## src/rtl/axis_pixels_shift.sv

```systemverilog
// axis_pixels_shift: holds one wide input beat of IM_SHIFT_REGS words and
// streams UNITS-word windows out of it at offsets j = 0..shift_eff, one
// window per output handshake, then releases the beat.
// Optional feature macro: PIXELS_SHIFT_INDEX_EN -- when defined, m_index
// reports the current window offset j; otherwise m_index is tied to zero.
module axis_pixels_shift #(
  parameter int UNITS              = 8,
  parameter int IM_SHIFT_REGS      = 10,  // must be >= UNITS
  parameter int WORD_WIDTH         = 8,
  parameter int BITS_IM_SHIFT      = 2,
  parameter int TUSER_WIDTH_PIXELS = 3
) (
  input  logic                                aclk,
  input  logic                                areset,
  input  logic                                s_valid,
  output logic                                s_ready,
  input  logic [IM_SHIFT_REGS*WORD_WIDTH-1:0] s_data,
  input  logic [BITS_IM_SHIFT-1:0]            s_shift,
  input  logic                                s_ones,
  input  logic [TUSER_WIDTH_PIXELS-1:0]       s_user,
  output logic                                m_valid,
  input  logic                                m_ready,
  output logic [UNITS*WORD_WIDTH-1:0]         m_data,
  output logic                                m_ones,
  output logic [TUSER_WIDTH_PIXELS-1:0]       m_user,
  output logic                                m_last,
  output logic [BITS_IM_SHIFT-1:0]            m_index
);

  localparam int IN_W      = IM_SHIFT_REGS * WORD_WIDTH;
  localparam int OUT_W     = UNITS * WORD_WIDTH;
  localparam int MAX_SHIFT = IM_SHIFT_REGS - UNITS;

  localparam logic [BITS_IM_SHIFT-1:0] MAX_SHIFT_V = BITS_IM_SHIFT'(MAX_SHIFT);
  localparam logic [BITS_IM_SHIFT-1:0] J_ZERO      = {BITS_IM_SHIFT{1'b0}};
  localparam logic [BITS_IM_SHIFT-1:0] J_ONE       = {{(BITS_IM_SHIFT-1){1'b0}}, 1'b1};

  typedef enum logic [0:0] {
    S_LOAD = 1'b0,
    S_EMIT = 1'b1
  } state_t;

  // Effective number of extra windows: ones/config beats emit a single
  // window, and oversize shifts saturate so the window never runs past
  // the end of the held beat.
  function automatic logic [BITS_IM_SHIFT-1:0] shift_eff(
    input logic [BITS_IM_SHIFT-1:0] shift,
    input logic                     ones
  );
    logic [BITS_IM_SHIFT-1:0] r;
    if (ones) begin
      r = J_ZERO;
    end else if (shift > MAX_SHIFT_V) begin
      r = MAX_SHIFT_V;
    end else begin
      r = shift;
    end
    return r;
  endfunction

  // UNITS-word window starting at word 'off' of the held beat.
  function automatic logic [OUT_W-1:0] window(
    input logic [IN_W-1:0]          d,
    input logic [BITS_IM_SHIFT-1:0] off
  );
    logic [IN_W-1:0] t;
    t = d >> (int'(off) * WORD_WIDTH);
    return t[OUT_W-1:0];
  endfunction

  // Held beat and sequencing state.
  state_t                          state;
  state_t                          state_n;
  logic [IN_W-1:0]                 hold_data;
  logic [IN_W-1:0]                 hold_data_n;
  logic [BITS_IM_SHIFT-1:0]        hold_shift;
  logic [BITS_IM_SHIFT-1:0]        hold_shift_n;
  logic                            hold_ones;
  logic                            hold_ones_n;
  logic [TUSER_WIDTH_PIXELS-1:0]   hold_user;
  logic [TUSER_WIDTH_PIXELS-1:0]   hold_user_n;
  logic [BITS_IM_SHIFT-1:0]        j;
  logic [BITS_IM_SHIFT-1:0]        j_n;
  logic                            load;

  // Next-output values, derived from next-state so outputs are registered.
  logic [OUT_W-1:0]                m_data_n;
  logic                            m_last_n;
  logic                            m_valid_n;

  // The user and ones sideband come straight from the held registers.
  assign m_user = hold_user;
  assign m_ones = hold_ones;

  // Input ready: always open when empty; while emitting, only on the final
  // window's handshake so the next beat can be taken without a bubble.
  always_comb begin
    if (state == S_EMIT) begin
      s_ready = m_ready & m_last;
    end else begin
      s_ready = 1'b1;
    end
  end

  // Next-state logic: load a new beat, advance j, or release the buffer.
  always_comb begin
    state_n      = state;
    j_n          = j;
    hold_data_n  = hold_data;
    hold_shift_n = hold_shift;
    hold_ones_n  = hold_ones;
    hold_user_n  = hold_user;
    load         = 1'b0;

    case (state)
      S_LOAD: begin
        if (s_valid) begin
          load    = 1'b1;
          state_n = S_EMIT;
        end else begin
          state_n = S_LOAD;
        end
      end
      S_EMIT: begin
        if (m_ready) begin
          if (!m_last) begin
            j_n = j + J_ONE;
          end else if (s_valid) begin
            load    = 1'b1;
            state_n = S_EMIT;
          end else begin
            state_n = S_LOAD;
          end
        end else begin
          state_n = S_EMIT;
        end
      end
      default: begin
        state_n = S_LOAD;
      end
    endcase

    if (load) begin
      hold_data_n  = s_data;
      hold_shift_n = s_shift;
      hold_ones_n  = s_ones;
      hold_user_n  = s_user;
      j_n          = J_ZERO;
    end else begin
      hold_data_n  = hold_data_n;
    end
  end

  // Next registered output values, computed from the next held state.
  always_comb begin
    m_data_n  = window(hold_data_n, j_n);
    m_last_n  = (j_n == shift_eff(hold_shift_n, hold_ones_n));
    m_valid_n = (state_n == S_EMIT);
  end

  // State, held beat and registered outputs; reset empties the buffer and
  // drops any partially emitted beat.
  always_ff @(posedge aclk) begin
    if (areset) begin
      state      <= S_LOAD;
      hold_data  <= {IN_W{1'b0}};
      hold_shift <= J_ZERO;
      hold_ones  <= 1'b0;
      hold_user  <= {TUSER_WIDTH_PIXELS{1'b0}};
      j          <= J_ZERO;
      m_data     <= {OUT_W{1'b0}};
      m_last     <= 1'b1;
      m_valid    <= 1'b0;
    end else begin
      state      <= state_n;
      hold_data  <= hold_data_n;
      hold_shift <= hold_shift_n;
      hold_ones  <= hold_ones_n;
      hold_user  <= hold_user_n;
      j          <= j_n;
      m_data     <= m_data_n;
      m_last     <= m_last_n;
      m_valid    <= m_valid_n;
    end
  end

`ifdef PIXELS_SHIFT_INDEX_EN
  // Window offset exported for debug and downstream tap selection.
  always_ff @(posedge aclk) begin
    if (areset) begin
      m_index <= J_ZERO;
    end else begin
      m_index <= j_n;
    end
  end
`else
  assign m_index = J_ZERO;
`endif

endmodule

```

## config.mk

```make
export PLATFORM = sky130hd
export DESIGN_NAME = axis_pixels_shift
export DESIGN_NICKNAME = d
export VERILOG_FILES = /design/src/rtl/axis_pixels_shift.sv
export SDC_FILE = /design/constraint.sdc
export NUM_CORES = 1
export LEC_CHECK = 0
export BUFFER_PORTS_ARGS = -buffer_cell sky130_fd_sc_hd__buf_4
export CAP_MARGIN = 10
export CELL_PAD_IN_SITES_DETAIL_PLACEMENT = 0
export CELL_PAD_IN_SITES_GLOBAL_PLACEMENT = 1
export CORE_MARGIN = 2
export CORE_UTILIZATION = 42
export DETAILED_ROUTE_END_ITERATION = 7
export GPL_TIMING_DRIVEN = 0
export HOLD_SLACK_MARGIN = 0.02
export PLACE_DENSITY = 0.84
export SETUP_SLACK_MARGIN = 0.15
export SYNTH_ARGS = -nofsm -noshare
export SYNTH_HDL_FRONTEND = slang
export SYNTH_SLANG_ARGS = --single-unit
```

## constraint.sdc

```tcl
create_clock -name aclk -period 3.73 [get_ports aclk]
set_input_delay 0.746 -clock aclk [delete_from_list [all_inputs] [get_ports aclk]]
set_output_delay 0.746 -clock aclk [all_outputs]
set_load 0.1 [all_outputs]
```

# Word-level counts from Yosys, hierarchy flattened
# Cells that the tools add are included.
[word_totals]
out_inout_bits = 73
ff_bits = 154
inputBits = 90
elab_cells = 31
[classes]
n_eq_ne = 1
shifts = 1
n_bitwise = 2
add_sub_neg = 1
n_lt_le_gt_ge = 1
muxes = 17
[ops]
columns = ["cell", "n"]
rows = [
  ["2-to-1 mux 80 bit", 1],
  ["right shift 80 x 5 -> 64 bit", 1],
  ["2-to-1 mux 2 bit", 7],
  ["2-to-1 mux 1 bit", 7],
  ["one-hot mux 1 bit (2 select lines)", 2],
  ["adder 2 x 1 -> 2 bit (second input constant)", 1],
  ["equality test 2 bit", 1],
  ["greater-than comparator 2 bit (second input constant)", 1],
  ["bitwise AND 1 bit", 1],
  ["NOT 1 bit", 1],
]

# Longest topological paths before layout
# Gate-level depths: netlist (run 1).
[depth]
depth_word = 9
depth_mapped = 7
depth_no_buf = 6

# Worst setup path before layout (run 1)
# Ideal clock, no wire load.
[synth_timing]
path_type = "register to register"
start = "reg m_last"
end = "reg m_data[52]"
t_required_ps = 3638
synth_period_minus_slack_ps = 2876
path_buffers = 3
arrival_time_ps = 2784
setup_ps = 92
slack_ps = 854
stages_incl_launch_ff = 8
cell_sequence = "dfxtp_1 > a21bo_2 > and2_1 > buf_2 > clkbuf_1 > clkbuf_1 > a211oi_1 > o32ai_1"
[synth_via]
elab_chain_cells = 5
elab_cells_between_ends = 9
classes_between = "shift (1); mux (8)"
[synth_rtl]
columns = ["item", "line_no", "text"]
rows = [
  ["from (decl)", "26", "output logic m_last,"],
  ["from (signal assigned)", "182", "m_last <= m_last_n;"],
  ["2-to-1 mux 1 bit or 2-to-1 mux 2 bit (tied branches)", "126", "if (!m_last) begin"],
  ["2-to-1 mux 1 bit or 2-to-1 mux 2 bit (tied branches)", "125", "if (m_ready) begin"],
  ["one-hot mux 1 bit (2 select lines) or 2-to-1 mux 2 bit (tied branches)", "115", "case (state)"],
  ["2-to-1 mux 80 bit or 2-to-1 mux 2 bit (tied branches)", "143", "if (load) begin"],
  ["right shift 80 x 5 -> 64 bit *", "67", "t = d >> (int'(off) * WORD_WIDTH);"],
  ["to (signal assigned)", "171", "m_data <= {OUT_W{1'b0}};"],
  ["to (signal assigned)", "181", "m_data <= m_data_n;"],
  ["to (decl)", "23", "output logic [UNITS*WORD_WIDTH-1:0] m_data,"],
]
# Every way passes the cells marked *; elsewhere a longest branch is shown, timed or not.
# A chain may end at the register's enable or synchronous reset.

# Worst setup path after layout (run 1)
[layout_timing]
start = "in m_ready"
end = "reg m_data[4]"
[layout_via]
elab_chain_cells = 4
elab_cells_between_ends = 7
classes_between = "shift (1); mux (6)"
[layout_rtl]
columns = ["item", "line_no", "text"]
rows = [
  ["from (decl)", "22", "input logic m_ready,"],
  ["2-to-1 mux 1 bit or 2-to-1 mux 2 bit (tied branches)", "125", ""],
  ["one-hot mux 1 bit (2 select lines) or 2-to-1 mux 2 bit (tied branches)", "115", ""],
  ["2-to-1 mux 80 bit or 2-to-1 mux 2 bit (tied branches)", "143", ""],
  ["right shift 80 x 5 -> 64 bit *", "67", ""],
]
# Marks and branches as above.

==> impl_metrics.ini, run 1 <==
[setup_path]
critPathArrivalTime_ns = 2.91
crit_type = input pin to flop
worstPathRequired_ns = 4.00
r2r_setup_slack_ns = 1.11
r2r-end = m_data[4]$_SDFF_PP0_
cp-startpoint = m_ready
crit_path_end_kind = flop
r2r-start = state$_SDFF_PP0_
endpoint = m_data[4]$_SDFF_PP0_
worst-r2r-cell-count = 7
cp_max_fo = 10
start_kind = input pin

[cells_and_area]
antennaDiodeCount = 0
utilization = 0.5646
area_growth_pct = 30.45
final_layout_size_suffix_gt1_frac = 0.2103
fin_cells = 1205
fillers = 1487
nets = 1071

[global_route]
grt.overflow.total = 0
antenna_found_initial = 1
grt_max_degree = 17
grt_pass1_vias = 6543
grt_pass1_wl_mm = 38.03
globalRouteTotalUtil = 0.3052

[detailed_routing]
drt_iter0_drc = 666
first_pass_iters = 5
dr_total_vias = 6946
antenna_left = 0
wl_mm = 25.51
drc = 0
routedWlPerCell_um = 21.17
viasPerCell = 5.764

[floorplan]
die_x_um = 129.6
start_util = 0.4328
dieArea_mm2 = 0.01680
core_mm2 = 0.01531
core.rowCount = 45
io_pins = 163
fp.dieH_um = 129.6

[pwr]
ir_drop_mv = 0.3759
p_sw_frac = 0.3384
totalPowerFinal_mw = 4.603
internal_power_mw = 3.046
p_per_area_mw_per_mm2 = 532.3
leakagePower_nw = 3.679
power_switching_mw = 1.558
p_comb_frac = 0.238
power_frac_seq = 0.397
pwr-share-clk = 0.366

[yosys]
postSynthAreaPerCell_um2 = 8.265
yosys_register_bits = 154
synth_cells = 802
yosysTopAreaCellShare = 0.4651
yosys_warnings = 0
synth.largest_area_cell = dfxtp_1
ys_seq_area_frac = 0.4651
synth_area_mm2 = 0.006629
yosys-top-cells-area = dfxtp_1 47%, nand2_1 9.7%, a211oi_1 7.4%
synth_cell_types = 37

[sta]
post-route-period-util = 0.7070
setup_viol = 0
slew_headroom = 0.5204
fmax_mhz = 379.2
maxSlewViolCount = 0
hold_viol_final = 0
rsz0062_at_grt = false
fin_worst_skew_ns = 0.006286
min_period_ns = 2.637
tightest_slew_ns = 0.7194
setup_tns_ns = 0

[placed_design]
portBuffers = 159
finalWeightedCongestion = 0.9904
dp_cells = 1173
dp_hpwl_mm = 19.27

[min_path]
hp-class = flop to flop

[cts]
path_clk_slew_ns = 0.06
clock_sinks = 154
ctsResizeCount = 0
holdBufCountCts = 0
clockBufferDepth = 2
cts_tree = yes
numCtsBuffers = 17
h-tree-depth = 4
worstSkewPairLatency_ns = 0.44
cts_root_buf = clkbuf_16
post_cts_buffers = 0

[status]
status = completed

[run]
drv_cap = 0
cell usage after synthesis (all sizes together):
library cell  instances
nand2               172
dfxtp               154
a21oi                86
and3                 73
a211oi               65
clkbuf               59
o211ai               35
nor2                 29
o22ai                25
o32ai                24
buf                  23
nand2b                9
o2bb2ai               8
a211o                 7
a32o                  7
o21ai                 4
inv                   3
a32oi                 2
and2                  2
clkinv                2
mux2i                 2
a21bo                 1
a221o                 1
a221oi                1
conb                  1
nand3                 1
nor2b                 1
nor3                  1
nor3b                 1
o21a                  1
o31a                  1
or4b                  1
power by group through the flow:
stage / sequential, mW / clock (mW) / combinational (mW)
2_1_floorplan: 2.26 / 0 / 0.337
3_3_place_gp: 1.86 / 0 / 1.08
3_5_place_dp: 1.86 / 0 / 1.08
4_1_cts: 1.82 / 1.69 / 1.09
5_1_grt: 1.84 / 1.75 / 1.15
6_report: 1.83 / 1.68 / 1.10
worst min path at each step:
stage,to,startpoint,slack (ns),depth (start not counted)
after floorplan,hold_data[0]$_SDFF_PP0_,hold_data[0]$_SDFF_PP0_,0.43,2
after global placement,hold_data[0]$_SDFF_PP0_,hold_data[0]$_SDFF_PP0_,0.44,2
after detailed placement,hold_data[1]$_SDFF_PP0_,hold_data[1]$_SDFF_PP0_,0.44,2
after CTS,hold_data[1]$_SDFF_PP0_,hold_data[1]$_SDFF_PP0_,0.45,2
after global routing,hold_data[6]$_SDFF_PP0_,hold_data[6]$_SDFF_PP0_,0.48,2
final,hold_data[1]$_SDFF_PP0_,hold_data[1]$_SDFF_PP0_,0.45,2
cells in the final DEF, fill, tap and decap left out, types with 2 or more instances in the layout:
cell type	count
o211ai_1	35
and2_1	2
nand2_1	171
o21ai_0	2
bufinv_16	2
nor2_1	29
clkinvlp_4	2
buf_4	161
a32oi_1	2
clkinv_2	4
o32ai_1	24
o21ai_1	2
a21oi_1	86
o2bb2ai_1	8
inv_1	2
dfxtp_1	154
clkbuf_1	65
nand2b_1	9
and3_1	73
buf_2	18
clkinv_1	2
o22ai_1	25
mux2i_1	2
a32o_1	7
conb_1	2
buf_1	3
a211oi_1	65
clkbuf_16	17
a211o_1	7
sequential cells by signal, indices dropped and copies added, names as in the netlist:
signal and flops:
m_last 1, m_ones 1, m_data 64, j 2
hold_shift 2, state 1, hold_data 80, m_user 3
metrics by stage:
step                area (µm²)  worst slack (ns)  hold slack [ns]
CTS                       8647             1.153           0.4527
global placement          8090            0.6821           0.4395
detailed placement        8090            0.7196           0.4443
finish                    8647             1.093           0.4546
global route              8647            0.9085           0.4763
floorplan                 6633            0.8541           0.4319
cells by family after synthesis:
kind of cell,after synthesis,share of synthesized area
flops,154,0.4651
compound gates,268,0.2790
other cells,1,0.0005657
mux,2,0.003020
simple gates,290,0.1986
buf+inv,87,0.05379
per-layer routing:
| metal | wire (µm) | track usage |
|---|---|---|
| met5 | 0 | 0 |
| met2 | 11610 | 0.4811 |
| met4 | 824 | 0.1316 |
| met1 | 10820 | 0.4061 |
| met3 | 2253 | 0.06400 |
worst max-delay path, stage by stage:
cell and delay, ns:
buf_4 0.11, nor3b_1 0.18, o21ai_1 0.13, clkbuf_1 0.30
clkbuf_1 0.33, and3_1 0.27, a211oi_1 0.59, o32ai_1 0.23
layout make-up:
cell class                      count  area [µm²]  share of cell area
Clock buffer                       24       461.7             0.05339
Sequential cell                   154        3083              0.3565
Multi-Input combinational cell    562        3193              0.3693
Buffer                             82       337.8             0.03907
Tap cell                          211       264.0             0.03053
Clock inverter                      8       95.09             0.01100
Inverter                            5       18.77            0.002170
Timing Repair Buffer              159        1194              0.1380
(Power assumes the default switching activity.)
==> run 2: changes to the inputs <==
- CORE_UTILIZATION: 42 -> 39
- PLACE_DENSITY: 0.84 -> 0.79
- clock period: 3.73 -> 2.6 ns (I/O delays scaled with it)
==> impl_metrics.ini, run 2 (synthesis gave the netlist of run 1 again) <==
[min_path]
hp-class = input pin to flop
hp-start = s_data[65]
hold_depth = 3
whs_endpoint = hold_data[65]$_SDFF_PP0_

[pwr]
leakagePower_nw = 3.754
p_per_area_mw_per_mm2 = 773.6
internal_power_mw = 4.598
ir_drop_mv = 0.5477
p_sw_frac = 0.3287
p_comb_frac = 0.234
totalPowerFinal_mw = 6.849
power_switching_mw = 2.251
power_frac_seq = 0.383
pwr-share-clk = 0.383

[floorplan]
io_pins = 163
dieArea_mm2 = 0.01806
core.rowCount = 47
die_x_um = 134.4
core_mm2 = 0.01658
start_util = 0.3997
fp.dieH_um = 134.4

[global_route]
grt_pass1_vias = 6518
globalRouteTotalUtil = 0.2866
grt_pass1_wl_mm = 38.74
grt.overflow.total = 0
antenna_found_initial = 0
grt_max_degree = 17

[sta]
slew_headroom = 0.4257
post-route-period-util = 0.9168
setup_tns_ns = 0
fmax_mhz = 419.5
fin_worst_skew_ns = 0.008024
hold_ws_ns = 0.3341
setup_slack_ns = 0.2164
maxSlewViolCount = 0
setup_viol = 0
tightest_slew_ns = 0.8557
min_period_ns = 2.384
hold_viol_final = 0
rsz0062_at_grt = true

[detailed_routing]
wl_mm = 26.13
antenna_left = 0
first_pass_iters = 7
drc = 0
wl_met1_mm = 11.39
dr_wl_met3_mm = 2.538
top_layer_used = met4
wl_met2_mm = 11.65
routedWlPerCell_um = 21.56
drt_iter0_drc = 740
dr_total_vias = 7054
viasPerCell = 5.820

[cts]
h-tree-depth = 4
cts_root_buf = clkbuf_16
post_cts_buffers = 0
holdBufCountCts = 0
numCtsBuffers = 17
worstSkewPairLatency_ns = 0.44
clock_sinks = 154
path_clk_slew_ns = 0.06
clockBufferDepth = 2
cts_tree = yes

[setup_path]
crit_type = flop to flop
critPathArrivalTime_ns = 2.70
worst-r2r-cell-count = 6
crit_chain = inv_2 > o21a_1 > a221oi_4 > nand2_2 > buf_2 > o32ai_1
r2r-end = m_data[53]$_SDFF_PP0_
r2r_setup_slack_ns = 0.22
cp_max_fo = 10
worstPathRequired_ns = 2.91
start_kind = flop
crit_path_end_kind = flop
cp-startpoint = state$_SDFF_PP0_
critPathBufInv = 2
cpPeakStageDelay_ns = 0.58
cp_top_family = compound AO/OA/AOI/OAI gates
r2r-start = state$_SDFF_PP0_
worst_path_max_delay_cell = a221oi_4

[run]
drv_cap = 0

[cells_and_area]
area_growth_pct = 33.56
nets = 1071
fin_area_mm2 = 0.008853
utilization = 0.5339
fin_cells = 1212
final_layout_size_suffix_gt1_frac = 0.2440
final_cell_mix = 171 x nand2_1, 161 x buf_4, 152 x dfxtp_1
antennaDiodeCount = 0
largest_register_ffs = 80
regMostFlops = hold_data
layout_commonest_cell = nand2_1

[placed_design]
dp_worst_setup_slack_ns = -0.1303
placed_cell_area_mm2 = 0.008110
finalWeightedCongestion = 0.8963
dp_hpwl_mm = 19.44
dp_cells = 1182
portBuffers = 159

[status]
status = completed
run 2: area by class of cell:
type | count | area [µm²]
buffer | 82 | 345.3
clock buffer | 22 | 464.2
sequential | 154 | 3085
tap | 220 | 275.3
inverter | 5 | 18.77
timing repair buffer | 159 | 1194
fill | 1635 | 7730
multi-input combinational | 562 | 3327
clock inverter | 8 | 143.9
run 2: layer usage:
layer / GRT usage / vias up
li1: - / 3267
met1: 0.4086 / 3344
met2: 0.4320 / 407
met3: 0.05253 / 36
met4: 0.1053 / 0
met5: 0 / -
run 2: power by group through the flow:
stage	sequential, mW	combinational, mW	clock, mW
final	2.62	1.61	2.62
after global routing	2.63	1.67	2.73
after CTS	2.61	1.57	2.63
after detailed placement	2.66	1.56	0
after global placement	2.66	1.56	0
after floorplan	3.25	0.484	0
run 2: worst max-delay path by stage:
stage	endpoint	slack (ns)	cells past startpoint
3_5_place_dp	m_data[11]$_SDFF_PP0_	-0.13	8
5_1_grt	m_data[27]$_SDFF_PP0_	0.11	7
6_report	m_data[53]$_SDFF_PP0_	0.22	6
4_1_cts	m_data[5]$_SDFF_PP0_	0.16	7
3_3_place_gp	m_data[11]$_SDFF_PP0_	-0.16	8
2_1_floorplan	m_data[52]$_SDFF_PP0_	0.30	7
run 2: worst min-delay path: stages:
cell	delay, ns
buf_4	0.11
nand2_1	0.04
a21oi_1	0.05
run 2: what timing repair did:
action | 4_1_cts | 5_1_grt
gates cloned | 0 | 0
endpoints found under the setup margin | 3 | 39
gates resized for setup | 3 | 32
==> run 3: changes to the inputs <==
- ABC_AREA: unset -> 1
- CORE_UTILIZATION: 39 -> 37
==> impl_metrics.ini, run 3 <==
[cells_and_area]
final_cell_mix = 398 x nand2_1, 167 x buf_4, 152 x dfxtp_1
largest_register_ffs = 80
fillers = 1788
regMostFlops = hold_data
utilization = 0.4932
area_growth_pct = 31.42
layout_commonest_cell = nand2_1
antennaDiodeCount = 0
nets = 1213
final_layout_size_suffix_gt1_frac = 0.2115

[yosys]
synth_cell_types = 26
synth_area_mm2 = 0.006424
synth.largest_area_cell = dfxtp_1
yosys_most_used_dff = dfxtp_1
yosys_warnings = 0
synthArstFlopShare = 0
synth-edff-count = 0
synth_most_common_cell = nand2_1
postSynthAreaPerCell_um2 = 6.805
ys_seq_area_frac = 0.4799
yosys-top-cells-area = dfxtp_1 48%, nand2_1 23%, o21ai_0 6.6%
synth_cells = 944
yosysTopAreaCellShare = 0.4799
yosys-top-cells-count = 398 x nand2_1, 154 x dfxtp_1, 85 x o21ai_0
yosys_register_bits = 154

[pwr]
p_per_area_mw_per_mm2 = 778.6
totalPowerFinal_mw = 6.573
ir_drop_mv = 0.4281
leakagePower_nw = 4.252

[cts]
numCtsBuffers = 17
clockBufferDepth = 2
holdBufCountCts = 0
cts_root_buf = clkbuf_16
post_cts_buffers = 0
h-tree-depth = 4
cts_tree = yes
ctsResizeCount = 0
clock_sinks = 154
worstSkewPairLatency_ns = 0.43
path_clk_slew_ns = 0.06

[setup_path]
crit_chain = nand2_1 > nand2_2 > nand2_4 > buf_2 > buf_2 > nand2_1 > nand2_1 > nand2_1 > o21ai_0 > nand2_1 > nand2_1
crit_type = flop to flop
crit_path_end_kind = flop
cpPeakStageDelay_ns = 0.33
start_kind = flop
critPathBufInv = 2
critPathArrivalTime_ns = 2.35
cp_max_fo = 10
cp_common_cell = nand2_1
worst_path_max_delay_cell = dfxtp_2
cp_top_family = simple AND/OR/NAND/NOR gates
r2r-start = m_last$_SDFF_PP1_
worstPathRequired_ns = 2.96
cp-startpoint = m_last$_SDFF_PP1_

[detailed_routing]
dr_total_vias = 6376
drt_iter0_drc = 471
wl_mm = 21.20
antenna_left = 0
routedWlPerCell_um = 15.59
drc = 0
viasPerCell = 4.688
first_pass_iters = 5

[floorplan]
die_x_um = 135.8
core.rowCount = 48
io_pins = 163
dieArea_mm2 = 0.01843
start_util = 0.3753
fp.dieH_um = 135.8
core_mm2 = 0.01712

[sta]
rsz0062_at_grt = false
fin_worst_skew_ns = 0.007412
min_period_ns = 1.995
setup_viol = 0
fmax_mhz = 501.3
slew_headroom = 0.4971
post-route-period-util = 0.7673
tightest_slew_ns = 0.7544
hold_viol_final = 0
setup_tns_ns = 0
setup_slack_ns = 0.6051
maxSlewViolCount = 0

[placed_design]
dp_worst_setup_slack_ns = 0.3180
finalWeightedCongestion = 0.8927
dp_hpwl_mm = 16.49
portBuffers = 159

[global_route]
antenna_found_initial = 0
grt_max_degree = 17
grt_pass1_wl_mm = 31.89
grt_pass1_vias = 5953
globalRouteTotalUtil = 0.2335
grt.overflow.total = 0

[min_path]
hp-start = s_user[0]
hp-class = input pin to flop

[run]
drv_cap = 0

[status]
status = completed
-- run 3: changes by cell type in the layout (fill, tap and decap cells not counted), sizes merged, moves of 25 or more --
cell | previous run | this run
nand2 | 172 | 400
o21ai | 4 | 127
inv | 3 | 77
and3 | 73 | 0
a211oi | 65 | 0
a21oi | 86 | 26
nor2 | 29 | 85
clkbuf | 82 | 38
o211ai | 35 | 2
o22ai | 25 | 0
-- run 3: logic make-up after synthesis --
| group | Yosys count | share of synthesized area |
|---|---|---|
| AO/OA/AOI/OAI | 155 | 0.1256 |
| buffers and inverters | 134 | 0.09233 |
| flip-flops | 154 | 0.4799 |
| other | 1 | 0.0005838 |
| AND/OR/NAND/NOR | 500 | 0.3015 |
-- run 3: report_power, final --
group | internal (mW) | switching [mW]
logic | 0.414 | 1.26
clock network | 1.30 | 0.990
registers | 2.55 | 0.0533
total | 4.27 | 2.31
-- run 3: metal layers --
metal,part of all wire,up-vias,track usage
li1,-,3270,-
met1,0.46,2853,0.3104
met2,0.46,223,0.3824
met3,0.057,30,0.04676
met4,0.021,0,0.07292
met5,0,-,0
-- run 3: worst paths after layout --
| kind | slack [ns] | endpoint | cells after the start |
|---|---|---|---|
| worst max-delay path | 0.61 | m_data[22]$_SDFF_PP0_ | 11 |
| worst min-delay path | 0.35 | m_user[0]$_SDFFE_PP0N_ | 3 |
| worst max register to register | 0.61 | m_data[22]$_SDFF_PP0_ | 11 |
| worst min register to register | 0.47 | hold_data[33]$_SDFF_PP0_ | 2 |
-- run 3: tightest hold or removal path, delay by kind of cell --
| family | cells | cell delay [ns] |
|---|---|---|
| AOI/OAI and AO/OA | 1 | 0.07 |
| and+or+nand+nor | 1 | 0.07 |
| buffers and inverters | 1 | 0.07 |
-- run 3: through the flow --
stage	hold slack [ns]	area, µm²	instances
after floorplan	0.4471	6430	945
after global placement	0.4575	7905	1329
after detailed placement	0.4637	7905	1329
after CTS	0.3422	8442	1360
after global routing	0.3583	8442	1360
final	0.3523	8442	1360
-- run 3: cell type report --
| class | count | area (µm²) | share of cell area |
|---|---|---|---|
| Buffer | 57 | 301.5 | 0.03572 |
| Clock buffer | 19 | 432.9 | 0.05128 |
| Clock inverter | 12 | 103.9 | 0.01230 |
| Inverter | 77 | 291.5 | 0.03453 |
| Multi-Input combinational cell | 657 | 2751 | 0.3259 |
| Sequential cell | 154 | 3085 | 0.3655 |
| Tap cell | 225 | 281.5 | 0.03335 |
| Timing Repair Buffer | 159 | 1194 | 0.1414 |
